## src/rtl/inst_queue.sv

```systemverilog
// In-order instruction FIFO between fetch/branch-predict and the issue unit.
// Buffers fetched instructions together with their PC and prediction info. The head entry is
// presented combinationally (show-ahead) so issue can decode it and pop it in the same cycle.
// A flush (mispredict/redirect) discards every entry.
//
// Ports:
//   clk, rst                 clock; synchronous active-low reset
//   flush                    discard all entries (wins over push/pop, loses to reset)
//   if_we, if_inst, if_pc,   fetch push request and payload
//   if_pred_taken, if_pred_target
//   iq_full, iq_almost_full  registered occupancy flags towards fetch
//   iq_re                    issue pop request
//   iq_empty                 registered, no valid entry
//   iq_inst, iq_pc,          head entry payload, forced to 0 while empty
//   iq_pred_taken, iq_pred_target
//   iq_count                 occupancy 0..DEPTH
module inst_queue #(
   parameter int unsigned DEPTH     = 16,
   parameter int unsigned ADDR_W    = 4,
   parameter int unsigned AFULL_THR = 2
) (
   input  logic              clk,
   input  logic              rst,
   input  logic              flush,
   input  logic              if_we,
   input  logic [31:0]       if_inst,
   input  logic [31:0]       if_pc,
   input  logic              if_pred_taken,
   input  logic [31:0]       if_pred_target,
   output logic              iq_full,
   output logic              iq_almost_full,
   input  logic              iq_re,
   output logic              iq_empty,
   output logic [31:0]       iq_inst,
   output logic [31:0]       iq_pc,
   output logic              iq_pred_taken,
   output logic [31:0]       iq_pred_target,
   output logic [ADDR_W:0]   iq_count
);

   localparam logic [ADDR_W:0] DepthC = (ADDR_W + 1)'(DEPTH);
   localparam logic [ADDR_W:0] AfullC = (ADDR_W + 1)'(AFULL_THR);

   // Payload storage, intentionally not reset.
   logic [31:0] inst_q   [DEPTH];
   logic [31:0] pc_q     [DEPTH];
   logic        taken_q  [DEPTH];
   logic [31:0] target_q [DEPTH];

   logic [ADDR_W-1:0] head_q, tail_q;
   logic [ADDR_W:0]   count_q, count_d, free_d;
   logic              empty_q, full_q, afull_q;
   logic              push, pop;

   // Full check uses the registered flag, so a push while full is dropped even if a pop
   // happens in the same cycle.
   always_comb begin
      push    = if_we && !full_q;
      pop     = iq_re && !empty_q;
      count_d = count_q;
      case ({push, pop})
         2'b10:   count_d = count_q + 1'b1;
         2'b01:   count_d = count_q - 1'b1;
         default: count_d = count_q;
      endcase
      free_d = DepthC - count_d;
   end

   always_ff @(posedge clk) begin
      if (!rst || flush) begin
         head_q  <= '0;
         tail_q  <= '0;
         count_q <= '0;
         empty_q <= 1'b1;
         full_q  <= 1'b0;
         afull_q <= 1'b0;
      end else begin
         if (push) tail_q <= tail_q + 1'b1;
         if (pop)  head_q <= head_q + 1'b1;
         count_q <= count_d;
         empty_q <= (count_d == '0);
         full_q  <= (count_d == DepthC);
         afull_q <= (free_d <= AfullC);
      end
   end

   // A push in a flush cycle belongs to the wrong path and is not written.
   always_ff @(posedge clk) begin
      if (rst && !flush && push) begin
         inst_q[tail_q]   <= if_inst;
         pc_q[tail_q]     <= if_pc;
         taken_q[tail_q]  <= if_pred_taken;
         target_q[tail_q] <= if_pred_target;
      end
   end

   // No same-cycle bypass: a pushed entry is visible at the head from the next cycle.
   assign iq_inst        = empty_q ? '0   : inst_q[head_q];
   assign iq_pc          = empty_q ? '0   : pc_q[head_q];
   assign iq_pred_taken  = empty_q ? 1'b0 : taken_q[head_q];
   assign iq_pred_target = empty_q ? '0   : target_q[head_q];

   assign iq_empty       = empty_q;
   assign iq_full        = full_q;
   assign iq_almost_full = afull_q;
   assign iq_count       = count_q;

`ifndef SYNTHESIS
   // Occupancy must agree with the pointer distance; when full the pointers coincide.
   always_ff @(posedge clk) begin
      if (rst) begin
         assert (count_q <= DepthC)
            else $error("inst_queue: count %0d exceeds depth", count_q);
         assert ((count_q == DepthC) ? (tail_q == head_q)
                                     : (count_q[ADDR_W-1:0] == ADDR_W'(tail_q - head_q)))
            else $error("inst_queue: count %0d inconsistent with pointers", count_q);
      end
   end
`endif

endmodule

```

## config.mk

```make
export PLATFORM = sky130hd
export DESIGN_NAME = inst_queue
export DESIGN_NICKNAME = d
export VERILOG_FILES = /design/src/rtl/inst_queue.sv
export SDC_FILE = /design/constraint.sdc
export NUM_CORES = 1
export LEC_CHECK = 0
export ABC_CLOCK_PERIOD_IN_PS = 16800
export BUFFER_PORTS_ARGS = -buffer_cell sky130_fd_sc_hd__buf_2
export CAP_MARGIN = 20
export CORE_ASPECT_RATIO = 1.5
export CORE_MARGIN = 3
export CORE_UTILIZATION = 30
export DETAILED_ROUTE_END_ITERATION = 10
export MAX_ROUTING_LAYER = met4
export PLACE_DENSITY = 0.42
export SYNTH_ARGS = -nofsm -noshare
export SYNTH_HDL_FRONTEND = slang
export SYNTH_SLANG_ARGS = --single-unit
```

## constraint.sdc

```tcl
create_clock -name clk -period 16.8 [get_ports clk]
set_input_delay 3.36 -clock clk [delete_from_list [all_inputs] [get_ports clk]]
set_output_delay 3.36 -clock clk [all_outputs]
set_load 0.02 [all_outputs]
```

==> results.yml <==
run_status:
  status: "completed"
layout:
  layout-drive-gt1-share_pct: 34.94
  fill_cells: 18320
  final_area_mm2: 0.06936
  nets: 2814
  area_delta_synth_final_pct: 15.85
  final_cells: 5476
critical_path:
  crit_arrival_ns: 5.30
  r2r_start: "iq_full"
  r2r_end: "inst_q[0][5]"
  critPathLaunchType: "register"
  path_delay_family: "buffers and inverters"
  required_ns: 13.44
  slowest_stage: "buf_4"
  endpoint_kind: "output pin"
  crit_path_end: "iq_pred_target[6]"
  crit_path_max_fanout: 163
  worst-path-stages: 7
  reg2reg_slack_ns: 12.74
  crit_type: "reg -> out"
  r2r_cells: 5
  max_stage_delay_ns: 0.83
  cp_num_buf_inv: 4
  crit_chain: "buf_12, buf_4, buf_12, mux4_2, mux4_2, nor2b_1, buf_2"
clocking:
  cts_buffer_depth: 3
  root_buffer: "clkbuf_16"
  numCtsBuffers: 158
  htree_num_levels: 4
  clock-sinks: 1572
  insertion_delay_ns: 0.79
  path_clk_slew_ns: 0.06
  cts_tree: "done"
  hold_buffers: 0
  cts_resized: 0
  post_cts_buffers: 0
synth:
  synthTopCellsByCount: "edfxtp_1 (1552), mux4_2 (485), nor2b_1 (101)"
  synth_edf_count: 1552
  ys.flop_type: "edfxtp_1"
  netlist_area_mm2: 0.05987
  ys_top_cells_by_area: "edfxtp_1 (78%), mux4_2 (18%), nor2b_1 (1.1%), dfxtp_1 (0.67%), clkbuf_1 (0.39%)"
  post_synth.cell_area_avg_um2: 24.98
  ys_seq_area_share_pct: 78.51
  synthArstFlopShare_pct: 0
  synth_top_area_share_pct: 77.84
  synth_top_area_cell: "edfxtp_1"
  yosysWarningCount: 0
  syn_inst: 2397
  synth.distinct_cells: 39
  yosysMostFrequentCell: "edfxtp_1"
  ys_ff_latch: 1572
  syn-num-nets: 2512
timing:
  maxSlewViolCount: 0
  period_needed_ns: 8.661
  worst_slew_pin_slew_ns: 1.453
  fmax_mhz: 115.5
  hold_viol: 0
  setup_viol: 0
  setup_ws_ns: 8.139
  rsz0062_at_grt: "no"
  clock_skew_ns: 0.02575
  setup_tns_ns: 0
  max_slew_margin_pct: 3.108
  period_share_pct: 51.55
floorplan:
  initial_core_util_pct: 30.21
  rows: 200
  die_y_um: 553.1
  io_pins: 207
  die_w_um: 370.8
  dieArea_mm2: 0.2051
  core-area_mm2: 0.1982
route:
  drc_errors: 0
  post_drt_wl_per_cell_um: 29.05
  routed_via_density: 4.818
  drt-total-wl_um: 159100
  first_pass_iters: 5
  drt_iter0_markers: 2006
  ant_nets: 0
  num_vias: 26390
power_and_ir_drop:
  fin_total_pwr_mw: 7.952
  cellPowerDensity_mw_per_mm2: 114.6
  p_leak_nw: 20.75
  peakVddDrop_v: 0.0001041
grt:
  antenna_found_initial: 38
  first_global_vias: 29160
  grt_usage_pct: 16.09
  grt_overflow: 0
  grt_pass1_wl_um: 224700
  grt_max_degree: 164
min_path:
  hold_class: "reg -> reg"
placement:
  pre_cts_ws_ns: 8.702
  numPortBuffers: 206
  place_area_mm2: 0.06433
  dpl.hpwl_um: 78820
  dp_cells: 5165
  gp_congestion: 0.7054
flow_run:
  drv_cap: 0
-- flip-flops by register name, indices dropped and copies added, names as in the netlist, named ones only --
name and count:
tail_q 4, target_q 512, inst_q 512, iq_full 1, pc_q 512, iq_empty 1, iq_almost_full 1, head_q 4
taken_q 16, iq_count 5
-- routing by layer --
layer / wire [um] / GRT usage, % / vias up / part of all wire [%]
li1: - / - / 10980 / -
met3: 7832 / 3.341 / 218 / 4.9
met1: 63500 / 19.36 / 14590 / 40
met5: 0 / - / - / 0
met4: 3255 / 4.085 / 0 / 2.0
met2: 84510 / 27.57 / 607 / 53
-- layout by cell type, fill, tap and decap left out, types with 2 or more instances in the layout --
cell type,netlist,layout
nor2_4,0,16
nand3_1,3,3
nand2_1,8,8
buf_12,0,7
inv_16,0,2
inv_1,8,8
ha_1,13,13
buf_4,3,52
nand4_1,4,4
nor4_1,2,2
edfxtp_1,1552,1552
nor2_1,33,17
mux2i_1,5,5
dfxtp_1,20,15
inv_6,0,9
bufinv_16,0,12
diode_2,0,25
nand2b_1,4,4
mux4_2,485,485
clkinv_1,0,41
clkbuf_1,62,31
xnor2_1,5,5
clkinv_8,0,2
buf_2,42,206
xor2_1,7,7
a21oi_1,2,2
a21boi_0,2,2
nor2b_1,101,101
clkinvlp_4,0,5
clkbuf_16,0,160
o211ai_1,3,3
clkinv_2,0,22
dfxtp_4,0,5
-- final cells by class --
cell class / instances / area (um^2) / area share [%]
clock buffers: 191 / 4120 / 5.940
well taps: 2626 / 3286 / 4.737
multi-input cells: 693 / 12400 / 17.87
diodes: 25 / 62.56 / 0.09020
clock inverters: 95 / 852.1 / 1.228
inverters: 8 / 30.03 / 0.04329
flip-flops and latches: 1572 / 47020 / 67.80
repair buffers: 266 / 1589 / 2.291
-- worst min path at each step --
stage / from / end / slack [ns] / cells after the start
floorplan: head_q[3] / register / 0.48 / 2
global placement: head_q[3] / register / 0.51 / 2
detailed placement: head_q[3] / register / 0.51 / 2
CTS: head_q[3] / head_q[3] / 0.53 / 2
global route: head_q[3] / head_q[3] / 0.57 / 2
finish: head_q[3] / head_q[3] / 0.53 / 2
-- worst min-delay path, stage by stage, from the launching register on --
cell	delay [ns]
dfxtp_1	0.32
xor2_1	0.07
nor2_1	0.10
-- through the flow --
step                      util [%]  hold slack, ns
after floorplan                  -          0.4847
after global placement       32.44          0.5110
after detailed placement     32.46          0.5115
after CTS                    34.97          0.5306
after global routing         34.99          0.5701
final                        35.00          0.5308
-- cells by family after synthesis --
family | count (synthesis) | synth area share [%]
compound gates | 13 | 0.1526
xor+xnor | 12 | 0.1755
fa+ha+maj | 13 | 0.2717
buf+inv | 132 | 0.9843
flops | 1572 | 78.51
mux | 491 | 18.35
simple gates | 164 | 1.559
-- report_power, final --
| part | internal, mW | switching [mW] | total, mW |
|---|---|---|---|
| registers | 4.32 | 0.00780 | 4.32 |
| logic | 0.0674 | 0.129 | 0.197 |
| clock network | 1.94 | 1.49 | 3.43 |
Power figures use the tool's default switching activity.
